`config.mk`:
```
export PLATFORM = sky130hd
export DESIGN_NAME = uart_rx_fifo
export DESIGN_NICKNAME = d
export VERILOG_FILES = /design/src/rtl/uart_rx_fifo.sv
export SDC_FILE = /design/constraint.sdc
export NUM_CORES = 1
export LEC_CHECK = 0
export CORE_ASPECT_RATIO = 0.5
export CORE_MARGIN = 2
export CORE_UTILIZATION = 25
export DETAILED_ROUTE_END_ITERATION = 10
export PLACE_DENSITY_LB_ADDON = 0.2
export SLEW_MARGIN = 10
export SYNTH_ARGS = -nofsm -noshare
export SYNTH_HDL_FRONTEND = slang
export SYNTH_SLANG_ARGS = --single-unit
export TNS_END_PERCENT = 20
```
`constraint.sdc`:
```
create_clock -name clk -period 3.65 [get_ports clk]
set_input_delay 0.73 -clock clk [delete_from_list [all_inputs] [get_ports clk]]
set_output_delay 0.73 -clock clk [all_outputs]
set_load 0.01 [all_outputs]
```
`src/rtl/uart_rx_fifo.sv`:
```
// UART receiver with mid-bit sampling feeding a first-word-fall-through receive FIFO.
// Define UART_RX_PARITY_EN to expect a parity bit (sense PARITY_ODD) between data and stop.
module uart_rx_fifo #(
    parameter int CLK_DIV    = 217,
    parameter int DATA_BITS  = 8,
    parameter int PARITY_ODD = 0,
    parameter int FIFO_DEPTH = 4
) (
    input  logic                          clk,
    input  logic                          reset,
    input  logic                          rx,
    output logic [DATA_BITS-1:0]          data_out,
    output logic                          data_valid,
    input  logic                          data_ready,
    output logic                          frame_err,
    output logic                          parity_err,
    output logic                          overrun,
    output logic [$clog2(FIFO_DEPTH):0]   fifo_count
);
    localparam int CW = $clog2(CLK_DIV);
    localparam int BW = $clog2(DATA_BITS);
    localparam int PW = $clog2(FIFO_DEPTH);

    typedef enum logic [2:0] {
        IDLE,
        START,
        DATA,
`ifdef UART_RX_PARITY_EN
        PARITY,
`endif
        STOP
    } state_t;

    state_t                state;
    state_t                next_state;
    logic [1:0]            sync;
    logic                  rx_s;
    logic [CW-1:0]         cnt;
    logic [BW-1:0]         bit_idx;
    logic [DATA_BITS-1:0]  shreg;
    logic                  tick;
    logic                  last_bit;
    logic                  load_half;
    logic                  load_full;
    logic                  shift_en;
    logic                  stop_fire;
    logic                  parity_bad;
    logic                  good_frame;
    logic                  full;
    logic                  pop;
    logic                  push;
    logic [PW-1:0]         wr_ptr;
    logic [PW-1:0]         rd_ptr;
    logic [DATA_BITS-1:0]  mem [FIFO_DEPTH];

    // Synchronizer resets high so a reset never looks like a start bit.
    always_ff @(posedge clk or posedge reset) begin
        if (reset) sync <= 2'b11;
        else       sync <= {sync[0], rx};
    end
    assign rx_s = sync[1];

    assign tick     = (cnt == '0);
    assign last_bit = (bit_idx == BW'(DATA_BITS - 1));

    always_ff @(posedge clk or posedge reset) begin
        if (reset) state <= IDLE;
        else       state <= next_state;
    end

    always_comb begin
        next_state = state;
        case (state)
            IDLE:   if (!rx_s) next_state = START;
            START:  if (tick) next_state = rx_s ? IDLE : DATA;
            DATA: begin
                if (tick && last_bit) begin
`ifdef UART_RX_PARITY_EN
                    next_state = PARITY;
`else
                    next_state = STOP;
`endif
                end
            end
`ifdef UART_RX_PARITY_EN
            PARITY: if (tick) next_state = STOP;
`endif
            STOP:   if (tick) next_state = IDLE;
            default: next_state = IDLE;
        endcase
    end

    always_comb begin
        load_half = 1'b0;
        load_full = 1'b0;
        shift_en  = 1'b0;
        stop_fire = 1'b0;
        case (state)
            IDLE:  load_half = !rx_s;
            START: load_full = tick && !rx_s;
            DATA: begin
                shift_en  = tick;
                load_full = tick;
            end
`ifdef UART_RX_PARITY_EN
            PARITY: load_full = tick;
`endif
            STOP:  stop_fire = tick;
            default: ;
        endcase
    end

    // Counter idles at zero; every sample point is the cycle it reaches zero.
    always_ff @(posedge clk or posedge reset) begin
        if (reset) begin
            cnt     <= '0;
            bit_idx <= '0;
            shreg   <= '0;
        end else begin
            if (load_half)      cnt <= CW'(CLK_DIV / 2 - 1);
            else if (load_full) cnt <= CW'(CLK_DIV - 1);
            else if (!tick)     cnt <= cnt - 1'b1;
            if (shift_en) begin
                shreg   <= {rx_s, shreg[DATA_BITS-1:1]};
                bit_idx <= last_bit ? '0 : bit_idx + 1'b1;
            end
        end
    end

`ifdef UART_RX_PARITY_EN
    logic par_bit;

    always_ff @(posedge clk or posedge reset) begin
        if (reset)                          par_bit <= 1'b0;
        else if (state == PARITY && tick)   par_bit <= rx_s;
    end

    assign parity_bad = ((^shreg) ^ par_bit) != (PARITY_ODD != 0);

    always_ff @(posedge clk or posedge reset) begin
        if (reset) parity_err <= 1'b0;
        else       parity_err <= stop_fire && rx_s && parity_bad;
    end
`else
    assign parity_bad = 1'b0;
    assign parity_err = 1'b0;
`endif

    assign good_frame = stop_fire && rx_s && !parity_bad;
    assign full       = (fifo_count == (PW + 1)'(FIFO_DEPTH));
    assign pop        = data_valid && data_ready;
    assign push       = good_frame && (!full || pop);

    always_ff @(posedge clk or posedge reset) begin
        if (reset) begin
            frame_err <= 1'b0;
            overrun   <= 1'b0;
        end else begin
            frame_err <= stop_fire && !rx_s;
            overrun   <= good_frame && full && !pop;
        end
    end

    // A full FIFO still accepts a write when the head is popped in the same cycle.
    always_ff @(posedge clk or posedge reset) begin
        if (reset) begin
            wr_ptr     <= '0;
            rd_ptr     <= '0;
            fifo_count <= '0;
        end else begin
            if (push) wr_ptr <= wr_ptr + 1'b1;
            if (pop)  rd_ptr <= rd_ptr + 1'b1;
            if (push && !pop)      fifo_count <= fifo_count + 1'b1;
            else if (pop && !push) fifo_count <= fifo_count - 1'b1;
        end
    end

    always_ff @(posedge clk) begin
        if (push) mem[wr_ptr] <= shreg;
    end

    assign data_valid = (fifo_count != '0);
    assign data_out   = data_valid ? mem[rd_ptr] : '0;

endmodule

```
Word-level counts from Yosys, hierarchy flattened
Memories as Yosys holds them, arrays and structs flattened.
Cells that the tools add are included.
{"block": "word_totals", "mem_count": 1, "word_cells": 66, "output_inout_bits": 15, "register_bits": 33, "ram_bits": 32}
{"memory": "mem", "depth": 4, "width": 8, "read_ports": 1, "rd_ports_with_merged_regs": 0, "wr": 1, "line": "54", "text": "logic [DATA_BITS-1:0] mem [FIFO_DEPTH];"}
{"block": "classes", "mux": 19, "n_addsub": 6, "n_eq_ne": 10, "reduce_logical": 20}
{"op": "8-bit 2-to-1 mux", "n": 4}
{"op": "3-bit 2-to-1 mux", "n": 7}
{"op": "3-bit one-hot mux with 4 select lines", "n": 1}
{"op": "1-bit logical AND", "n": 10}
{"op": "8-bit zero test", "n": 1}
{"op": "2-bit inequality test (second input constant)", "n": 4}
{"op": "8-bit by 1-bit subtractor with 8-bit output (second input constant)", "n": 1}
{"op": "3-bit by 1-bit adder with 3-bit output (second input constant)", "n": 2}
{"op": "3-bit by 2-bit equality test with 1-bit output (second input constant)", "n": 2}
{"op": "3-bit equality test (second input constant)", "n": 2}
{"op": "1-bit 2-to-1 mux", "n": 5}
{"op": "2-bit by 1-bit adder with 2-bit output (second input constant)", "n": 2}
{"op": "1-bit zero test", "n": 4}
{"op": "4-bit AND reduction", "n": 1}
{"op": "3-bit by 1-bit equality test with 1-bit output (second input constant)", "n": 1}
{"op": "3-bit zero test", "n": 1}
{"op": "3-bit by 1-bit inequality test with 1-bit output (second input constant)", "n": 1}
{"op": "3-bit nonzero test", "n": 1}
{"op": "3-bit by 1-bit subtractor with 3-bit output (second input constant)", "n": 1}
{"op": "2-bit 2-to-1 mux", "n": 1}
{"op": "1-bit one-hot mux with 2 select lines", "n": 1}
{"op": "2-bit nonzero test", "n": 1}
{"op": "1-bit logical OR", "n": 1}

Depth between registers and ports, before layout
Gate-level depths: netlist of run 1.
{"block": "depth", "depth_word": 8, "depth_mapped": 11, "mapped_depth_nobuf": 11}

Worst setup path after synthesis of run 1
Ideal clock, no wire load.
{"block": "synth_timing", "path_kind": "register to register", "from": "register cnt[0]", "to": "register fifo_count[2]", "setup_ps": 79, "setup_slack_ps": 1125, "required_ps": 3571, "stages_incl_launch_ff": 12, "arrival_time_ps": 2446, "path_cell_list": "dfrtp_1 -> inv_1 -> ha_1 -> nor3b_2 -> nand2_2 -> nor3_4 -> ha_1 -> inv_1 -> fa_1 -> xor2_1 -> nor2_1 -> xor2_1"}
{"block": "synth_via", "elab_chain_len": 7, "elab_cells_between_ends": 9, "classes_between": "mux (2); reduce/logical (7)"}
{"item": "from (decl)", "line": "38", "text": "logic [CW-1:0] cnt;"}
{"item": "from (signal assigned)", "line": "120", "text": "if (load_half) cnt <= CW'(CLK_DIV / 2 - 1);"}
{"item": "from (signal assigned)", "line": "121", "text": "else if (load_full) cnt <= CW'(CLK_DIV - 1);"}
{"item": "from (signal assigned)", "line": "122", "text": "else if (!tick) cnt <= cnt - 1'b1;"}
{"item": "8-bit zero test *", "line": "63", "text": "assign tick = (cnt == '0);"}
{"item": "1-bit 2-to-1 mux *", "line": "98", "text": "case (state)"}
{"item": "1-bit logical AND *", "line": "149", "text": "assign good_frame = stop_fire && rx_s && !parity_bad;"}
{"item": "1-bit logical AND *", "line": "152", "text": "assign push = good_frame && (!full || pop);"}
{"item": "named net push", "line": "51", "text": "logic push;"}
{"item": "1-bit zero test", "line": "174", "text": "else if (pop && !push) fifo_count <= fifo_count - 1'b1;"}
{"item": "1-bit logical AND", "line": "174"}
{"item": "2-bit nonzero test (no line)"}
{"item": "to (signal assigned)", "line": "173", "text": "if (push && !pop) fifo_count <= fifo_count + 1'b1;"}
{"item": "to (signal assigned)", "line": "174"}
{"item": "to (decl)", "line": "18", "text": "output logic [$clog2(FIFO_DEPTH):0] fifo_count"}
Mark *: on every way through the listed nets, which the timed path passes. The rest lies on a longest branch.
A chain may end at the register's enable or synchronous reset.

Worst setup path after layout of run 1
{"block": "layout_timing", "from": "register rd_ptr[0]", "to": "output data_out[7]"}
{"block": "layout_via", "elab_chain_len": 2}
{"item": "from (decl)", "line": "53", "text": "logic [PW-1:0] rd_ptr;"}
{"item": "from (signal assigned)", "line": "172", "text": "if (pop) rd_ptr <= rd_ptr + 1'b1;"}
{"item": "memory read 4 x 8 bit"}
{"item": "8-bit 2-to-1 mux", "line": "183", "text": "assign data_out = data_valid ? mem[rd_ptr] : '0;"}
{"item": "to (decl)", "line": "12", "text": "output logic [DATA_BITS-1:0] data_out,"}
No other way between the ends.

==> results of run 1 <==
==> flip-flops by register name, summed over array words and instances (netlist names) <==
signal / cells
overrun: 1
fifo_count: 3
state: 2
mem: 32
wr_ptr: 2
shreg: 8
frame_err: 1
bit_idx: 3
sync: 2
cnt: 8
rd_ptr: 2
==> report_power, final <==
group	internal, mW	switching [mW]
Combinational	0.117	0.0686
Sequential	0.785	0.0856
Clock	0.667	0.317
Total	1.57	0.471
==> synth_stat cells, types with 2 or more instances <==
master / n / area (um2)
nand2_1: 9 / 33.8
nand2_2: 2 / 12.5
and2_1: 12 / 75.1
nand3_1: 4 / 20.0
nand2b_1: 2 / 12.5
o21ai_0: 3 / 15.0
o21ai_1: 3 / 15.0
a21o_1: 2 / 15.0
dfstp_2: 2 / 52.6
nor2b_1: 3 / 18.8
mux4_2: 8 / 180
inv_1: 8 / 30.0
nor2_1: 9 / 33.8
xnor2_1: 4 / 35.0
xor2_1: 3 / 26.3
edfxtp_1: 32 / 961
mux2_4: 11 / 165
buf_6: 2 / 22.5
dfrtp_1: 30 / 751
nor3_1: 5 / 25.0
o211ai_1: 2 / 15.0
a21oi_1: 2 / 10.0
clkbuf_1: 2 / 7.51
ha_1: 12 / 150
==> cell families (layout without fill, tap and decap cells) <==
group / Yosys count / in the layout
flops: 64 / 64
simple gates: 61 / 61
mux: 21 / 21
compound gates: 18 / 18
buf+inv: 14 / 42
fa+ha+maj: 13 / 13
xor+xnor: 7 / 7
other cells: 1 / 1
==> final timing paths <==
| check | end | from | slack (ns) | cells after the start |
|---|---|---|---|---|
| max reg2reg | fifo_count[2] | cnt[0] | 0.84 | 11 |
| min reg2reg | sync[1] | sync[0] | 0.36 | 0 |
| min | sync[1] | sync[0] | 0.36 | 0 |
| max | data_out[7] | rd_ptr[0] | 0.63 | 3 |
| max in group asynchronous | sync[1] | reset | 2.51 | 3 |
| min in group asynchronous | bit_idx[1] | reset | 0.80 | 3 |
==> critical path, cell delays in order, from the launching register on <==
cell and delay [ns]:
dfrtp_1 0.73, mux4_2 0.59, and2_1 0.17, clkdlybuf4s50_1 0.47
==> placed cells by master, fill, tap and decap left out, types with 2 or more instances in the layout <==
master and n:
dfstp_2 2, bufinv_16 3, nor3_1 5, nand2_1 9, xor2_1 3, and2_1 12, xnor2_1 4, ha_1 12
clkbuf_16 9, a21oi_1 2, o21ai_1 3, edfxtp_1 32, dfrtp_1 30, nand2_2 2, inv_1 8, clkdlybuf4s50_1 17
mux2_4 11, nor2b_1 3, nor2_1 9, nand2b_1 2, a21o_1 2, o21ai_0 3, o211ai_1 2, mux4_2 8
nand3_1 4
==> per-layer routing <==
metal	track usage [%]	up-vias	wire length [um]
li1	-	767	-
met2	15.6	25	2490
met4	4.91	0	112
met5	0	-	0
met1	11.0	791	2410
met3	3.79	12	215
==> area by class of cell <==
type	count	area (um2)
flip-flops and latches	64	1760
inverters	8	30.0
clock inverters	7	119
multi-input cells	121	1120
repair buffers	18	178
fillers	1143	8020
clock buffers	9	225
well taps	165	206
==> results.ini, run 1 <==
[run_status]
status = finished, final reports clean

[timing]
slew-limit-headroom_pct = 58.9
fmax_mhz = 331
holdWs_ns = 0.356
finalWorstSetupSlack_ns = 0.628
slew_viol_final = 0
setup_tns_ns = 0
worst_pin_slew_ns = 0.616
rsz0062_at_grt = false
timing.final.crit_share_pct = 82.8
hold_viol = 0
skew_ns = 0.00505
setup_viol = 0
finalCriticalPeriod_ns = 3.02

[cts]
cts_tree = done
max-clock-path-buffers = 2
htree_levels = 3
cts_root_buf = clkbuf_16
cts_buffers = 9
clock-sinks = 64
cts_setup_buffers = 0
clk_latency_ns = 0.33
hold_buffers = 0
ctsResizeCount = 0
clk_pin_slew_ns = 0.05

[yosys]
synth_edf_count = 32
syn-num-nets = 216
syn_avg_cell_area_um2 = 14.9
synth-seq-cells = 64
async_flop_share_pct = 50.0
ys_seq_area_share_pct = 59.7
syn_inst = 199
synth_compound_area_share_pct = 4.15
synth.cell_area_mm2 = 0.00296
synth_xor_area_share_pct = 2.07
yosys_warnings = 0
synth_top_family_by_area = simple AND/OR/NAND/NOR gates
synthMuxAreaShare_pct = 12.4
synth_simple_gate_area_share_pct = 13.3
yosysUniqueCellTypes = 51
synth_fa_ha_area_share_pct = 5.76
synth-main-ff-cell = edfxtp_1

[run]
drv_cap = 0

[finish]
instances_no_fill = 392
final_nets = 239
diodes = 0
area_growth_pct = 23.2
final_area_mm2 = 0.00364
final_util_pct = 31.2
drive_gt1_share_pct = 22.0

[grt]
antenna_found_initial = 0
gr-total-overflow = 0
grt_max_degree = 33
grt_usage_pct = 9.54
grt_pass1_wl_mm = 8.83
grt_pass1_vias = 1687

[worst_setup_path]
end_kind = output port
start_kind = flip-flop
worst-endpoint-arrival_ns = 2.29
path_class = flip-flop to output port
worstPathRequired_ns = 2.92
crit_path_max_fanout = 10

[power]
total_power_mw = 2.04
p_per_area_mw_per_mm2 = 560
irDropWorstVdd_v = 0.000254
p_leak_nw = 1.50

[drt]
route.detailed.drc = 0
drtPass1Iterations = 4
wl_per_cell_um = 13.3
vias = 1595
postRouteAntennaNets = 0
drt_iter0_drc = 40
wl_mm = 5.22
routed_via_density = 4.07

[placed_design]
dpl.cell_count = 376
post_dp_cell_area_mm2 = 0.00330
pre_cts_slack_ns = 0.749
hpwlAfterDp_mm = 3.41
gp_congestion = 0.699
port_buffers = 17

[die]
die_w_um = 158
die_h_um = 80.9
core_area_mm2 = 0.0117
num_rows = 28
initial_utilization_pct = 25.3
die_area_mm2 = 0.0128
num_io_pins = 19

[hold_path]
worstHoldPathType = flip-flop to flip-flop

(Power assumes the default switching activity.)
==> run 2: changes to the inputs <==
==> constraint.sdc (replaced) <==
create_clock -name clk -period 2.97 [get_ports clk]
set_input_delay 0.594 -clock clk [delete_from_list [all_inputs] [get_ports clk]]
set_output_delay 0.594 -clock clk [all_outputs]
set_load 0.01 [all_outputs]
==> run 2 against run 1 <==
Effect of this change:
- largest power group unchanged
- routed wire length up 2.5%
- register-to-register slack worse by 0.52 ns
- critical path depth unchanged
- count of clock-buffer cells in the layout up 1
- clock skew about the same
- design area down 0.62%
- flip-flop and latch count unchanged
- via count up 0.56%
- largest cell class unchanged
- setup slack worse by 0.32 ns
==> results.ini, run 2 (synthesis results as in run 1) <==
[drt]
drtPass1Iterations = 4  ; unchanged
vias = 1604  ; +0.56%
routed_via_density = 4.07  ; about the same
drt_iter0_drc = 80  ; +100%
wl_mm = 5.35  ; +2.5%
postRouteAntennaNets = 0  ; unchanged
wl_per_cell_um = 13.6  ; +1.9%
route.detailed.drc = 0  ; unchanged

[worst_setup_path]
crit_path_max_fanout = 11  ; +1
path_class = flip-flop to output port
regToRegSetupSlack_ns = 0.32  ; -0.52 ns
ff2ff_path_depth = 11  ; unchanged
worst-endpoint-arrival_ns = 2.07  ; -0.22 ns
cp-endpoint = data_out[7]
r2r-end = fifo_count[2]
end_kind = output port
start_kind = flip-flop
worstPathRequired_ns = 2.38  ; -0.54 ns
startpoint = fifo_count[0]
r2r_start = cnt[0]

[cts]
cts_setup_buffers = 0  ; unchanged
hold_buffers = 0  ; unchanged
ctsResizeCount = 0  ; unchanged
cts_tree = done
max-clock-path-buffers = 2  ; unchanged
clk_latency_ns = 0.33  ; about the same
cts_buffers = 9  ; unchanged
cts_root_buf = clkbuf_16
clk_pin_slew_ns = 0.05  ; about the same
htree_levels = 3  ; unchanged
clock-sinks = 64  ; unchanged

[power]
p_int_mw = 1.79  ; +14%
p_seq_share_pct = 43.4  ; +0.7 points
irDropWorstVdd_v = 0.000230  ; -9.4%
power.clock.fraction_pct = 44.6  ; -3.6 points
swShare_pct = 24.4  ; +1.3 points
pwr-share-comb_pct = 12.0  ; +2.9 points
p_per_area_mw_per_mm2 = 655  ; +17%
total_power_mw = 2.37  ; +16%
p_switching_mw = 0.579  ; +23%
p_leak_nw = 1.50  ; -0.55%

[grt]
grt_pass1_wl_mm = 8.99  ; +1.9%
grt_usage_pct = 9.57  ; +0.025 points
grt_pass1_vias = 1714  ; +1.6%
antenna_found_initial = 0  ; unchanged
grt_max_degree = 33  ; unchanged
gr-total-overflow = 0  ; unchanged

[finish]
largest_register = mem
area_growth_pct = 22.4
layout_common_cells = edfxtp_1, dfrtp_1, clkdlybuf4s50_1, and2_1, ha_1
final_util_pct = 31.0  ; -0.19 points
largest_reg_flops = 32  ; unchanged
diodes = 0  ; unchanged
largestRegisters = mem: 32 flops, cnt: 8 flops, shreg: 8 flops
drive_gt1_share_pct = 23.1  ; +1.1 points
final_nets = 241  ; +0.84%
instances_no_fill = 394  ; +0.51%
final_common_cell = edfxtp_1

[timing]
hold_viol = 0  ; unchanged
setup_tns_ns = 0  ; unchanged
finalCriticalPeriod_ns = 2.66
timing.final.crit_share_pct = 89.7
setup_viol = 0  ; unchanged
slew_viol_final = 0  ; unchanged
skew_ns = 0.00545  ; +0.000408 ns
rsz0062_at_grt = false
fmax_mhz = 375

[die]
num_rows = 28  ; unchanged
die_area_mm2 = 0.0128  ; unchanged
num_io_pins = 19  ; unchanged
die_h_um = 80.9  ; unchanged
initial_utilization_pct = 25.3  ; unchanged
core_area_mm2 = 0.0117  ; unchanged
die_w_um = 158  ; unchanged

[hold_path]
worstHoldPathType = flip-flop to flip-flop

[placed_design]
gp_congestion = 0.793  ; +13%
hpwlAfterDp_mm = 3.47  ; +1.6%
dpl.cell_count = 378  ; +0.53%
port_buffers = 17  ; unchanged

[run]
drv_cap = 0  ; unchanged

[run_status]
status = finished, final reports clean

run 2: cell types whose count changed in the layout (fill, tap and decap cells not counted):
cell and change:
buf_4 +2, bufinv_16 -2, clkbuf_8 +1, clkinv_1 -1, clkinv_2 +1, clkinvlp_4 +1
run 2: how the worst min path moves through the flow:
| stage | depth (start not counted) | start | slack (ns) | to |
|---|---|---|---|---|
| final | 0 | sync[0] | 0.36 | sync[1] |
| after global routing | 0 | sync[0] | 0.36 | sync[1] |
| after CTS | 0 | sync[0] | 0.36 | sync[1] |
| after detailed placement | 0 | sync[0] | 0.35 | sync[1] |
| after global placement | 0 | sync[0] | 0.35 | sync[1] |
| after floorplan | 0 | sync[0] | 0.35 | sync[1] |
run 2: worst max-delay path: stages (launching register included):
cell and delay (ns):
dfrtp_1 0.44, or3_1 0.59, and2_1 0.24, clkdlybuf4s50_1 0.47
run 2: power by group through the flow:
| stage | combinational (mW) | clock, mW | sequential [mW] |
|---|---|---|---|
| floorplan | 0.199 | 0 | 1.02 |
| global placement | 0.289 | 0 | 1.05 |
| detailed placement | 0.299 | 0 | 1.05 |
| CTS | 0.298 | 1.09 | 1.03 |
| global route | 0.316 | 1.13 | 1.04 |
| finish | 0.284 | 1.06 | 1.03 |
run 2: stage by stage:
step / setup WS, ns / hold WS, ns / instance area (um2)
2_1_floorplan: 0.445 / 0.345 / 2960
3_3_place_gp: 0.323 / 0.345 / 3310
3_5_place_dp: 0.202 / 0.349 / 3310
4_1_cts: 0.218 / 0.357 / 3620
5_1_grt: 0.0731 / 0.362 / 3620
6_report: 0.306 / 0.355 / 3620
run 2: area by class of cell:
type                            instances  area (um2)
Inverter                                8        30.0
Sequential cell                        64        1760
Multi-Input combinational cell        121        1120
Tap cell                              165         206
Clock inverter                          6        67.6
Clock buffer                           10         239
Fill cell                            1170        8050
Timing Repair Buffer                   20         193
run 2: metal layers:
layer / vias up / global-route usage [%] / share of wire, %
met2: 27 / 15.7 / 47
met5: - / 0 / 0
met3: 12 / 3.52 / 3.6
met1: 787 / 11.4 / 47
li1: 778 / - / -
met4: 0 / 4.36 / 2.2
==> run 3: changes to the inputs <==
--- a/config.mk
+++ b/config.mk
@@ -9,6 +9,7 @@
 export CORE_MARGIN = 2
 export CORE_UTILIZATION = 25
 export DETAILED_ROUTE_END_ITERATION = 10
+export DONT_BUFFER_PORTS = 1
 export PLACE_DENSITY_LB_ADDON = 0.2
 export SLEW_MARGIN = 10
 export SYNTH_ARGS = -nofsm -noshare
==> run 3 against run 2 <==
Effect of this change:
- sequential share of layout area up 2.3 points
- routed wire length down 2.1%
- sequential power rose by 5%
- die area unchanged
- total power is 0.27% lower
- count of clock-buffer cells in the layout is 1 higher
==> results.ini, run 3 (synthesis results as in run 1) <==
[run_status]
status = finished, final reports clean

[timing]
setup_viol = 0  ; unchanged
slew_viol_final = 0  ; unchanged
slew-limit-headroom_pct = 57.7
skew_ns = 0.00387  ; -0.00158 ns
fmax_mhz = 378  ; +0.82%
hold_viol = 0  ; unchanged
timing.final.crit_share_pct = 89.0  ; -0.73 points
setup_tns_ns = 0  ; unchanged
rsz0062_at_grt = false
finalCriticalPeriod_ns = 2.64  ; -0.0217 ns
worst_pin_slew_ns = 0.634

[power]
irDropWorstVdd_v = 0.000227  ; -1.4%
p_leak_nw = 1.44  ; -3.8%
p_per_area_mw_per_mm2 = 684  ; +4.4%

[die]
die_w_um = 158  ; unchanged
num_rows = 28  ; unchanged
die_area_mm2 = 0.0128  ; unchanged
core_area_mm2 = 0.0117  ; unchanged
initial_utilization_pct = 25.3  ; unchanged
die_h_um = 80.9  ; unchanged
num_io_pins = 19  ; unchanged

[worst_setup_path]
r2r-end = fifo_count[2]
start_kind = flip-flop
end_kind = flip-flop
regToRegSetupSlack_ns = 0.33  ; about the same
worstPathRequired_ns = 3.21  ; +0.83 ns
r2r_start = cnt[0]
crit_path_max_fanout = 8  ; -3
cp_top_family = adder cells
worst-endpoint-arrival_ns = 2.89  ; +0.82 ns
path_class = flip-flop to flip-flop
ff2ff_path_depth = 11  ; unchanged
cp_slowest_stage_delay_ns = 0.43  ; -0.16 ns
cp_num_buf_inv = 2  ; +1
slowest_stage = dfrtp_1
path_cells = inv_1 -> ha_1 -> nor3b_2 -> nand2_2 -> nor3_4 -> ha_1 -> inv_1 -> fa_1 -> xor2_1 -> nor2_1 -> xor2_1

[run]
drv_cap = 0  ; unchanged

[drt]
postRouteAntennaNets = 0  ; unchanged
routed_via_density = 4.15  ; +2.0%
drtPass1Iterations = 4  ; unchanged
route.detailed.drc = 0  ; unchanged
drt_iter0_drc = 81  ; +1.3%
wl_per_cell_um = 13.9  ; +2.3%
vias = 1565  ; -2.4%
wl_mm = 5.24  ; -2.1%

[hold_path]
worstHoldPathType = input port to asynchronous set/reset pin

[cts]
clk_pin_slew_ns = 0.06  ; about the same
cts_buffers = 9  ; unchanged
cts_tree = done
ctsResizeCount = 0  ; unchanged
htree_levels = 3  ; unchanged
hold_buffers = 0  ; unchanged
clk_latency_ns = 0.32  ; about the same
cts_root_buf = clkbuf_16
max-clock-path-buffers = 2  ; unchanged
cts_setup_buffers = 0  ; unchanged
clock-sinks = 64  ; unchanged

[placed_design]
port_buffers = 0  ; -17
hpwlAfterDp_mm = 3.39  ; -2.1%
gp_congestion = 0.792  ; about the same

[grt]
grt_pass1_vias = 1652  ; -3.6%
grt_usage_pct = 9.43  ; -0.14 points
gr-total-overflow = 0  ; unchanged
grt_max_degree = 33  ; unchanged
grt_pass1_wl_mm = 8.76  ; -2.5%
antenna_found_initial = 0  ; unchanged

[finish]
layout_common_cells = edfxtp_1, dfrtp_1, and2_1, ha_1, mux2_4
largestRegisters = mem: 32 flops, cnt: 8 flops, shreg: 8 flops
largest_reg_flops = 32  ; unchanged
area_growth_pct = 16.9
final_nets = 224  ; -7.1%
diodes = 0  ; unchanged
final_util_pct = 29.6  ; -1.4 points
final_common_cell = edfxtp_1
drive_gt1_share_pct = 24.1  ; +0.91 points
largest_register = mem

[run 3: cell count changes in the layout (fill, tap and decap cells not counted)]
cell / change
clkinvlp_4: -1
bufinv_16: +1
clkdlybuf4s50_1: -17
inv_6: -1
clkbuf_1: +2
clkbuf_8: -1
[run 3: layer usage]
metal | wire length [um] | vias up | track usage (%)
li1 | - | 743 | -
met5 | 0 | - | 0
met3 | 243 | 6 | 3.74
met2 | 2480 | 18 | 15.1
met1 | 2440 | 798 | 11.4
met4 | 76 | 0 | 4.09
[run 3: per-stage QoR]
step	hold slack (ns)	power, mW	cells	setup WS (ns)	area, um2
2_1_floorplan	0.345	1.22	199	0.445	2960
3_3_place_gp	0.345	1.28	361	0.420	3140
3_5_place_dp	0.349	1.29	361	0.334	3140
4_1_cts	0.249	2.41	377	0.322	3460
5_1_grt	0.247	2.47	377	0.0281	3460
6_report	0.251	2.37	377	0.328	3460
[run 3: worst max path at each step]
stage | cells past startpoint | slack (ns) | to | from
3_5_place_dp | 11 | 0.33 | fifo_count[2] | cnt[0]
2_1_floorplan | 11 | 0.45 | fifo_count[2] | cnt[0]
3_3_place_gp | 11 | 0.42 | fifo_count[2] | cnt[0]
6_report | 11 | 0.33 | fifo_count[2] | cnt[0]
5_1_grt | 11 | 0.03 | fifo_count[2] | cnt[0]
4_1_cts | 11 | 0.32 | fifo_count[2] | cnt[0]
[run 3: final cells by class]
type	instances	area, um2
Tap cell	165	206
Inverter	8	30.0
Clock inverter	5	81.3
Sequential cell	64	1760
Multi-Input combinational cell	121	1120
Timing Repair Buffer	3	22.5
Clock buffer	11	233
Fill cell	1149	8210
[run 3: power breakdown]
group	total (mW)	switching (mW)	internal (mW)	leakage [nW]
sequential	1.08	0.118	0.964	0.770
clock	1.11	0.375	0.734	0.150
combinational	0.174	0.0699	0.104	0.518
total	2.37	0.563	1.80	1.44
[run 3: worst reg2reg max path: stages, from the launching register on]
cell,delay [ns]
dfrtp_1,0.43
inv_1,0.08
ha_1,0.28
nor3b_2,0.34
nand2_2,0.16
nor3_4,0.22
ha_1,0.20
inv_1,0.06
fa_1,0.37
xor2_1,0.16
nor2_1,0.10
xor2_1,0.16
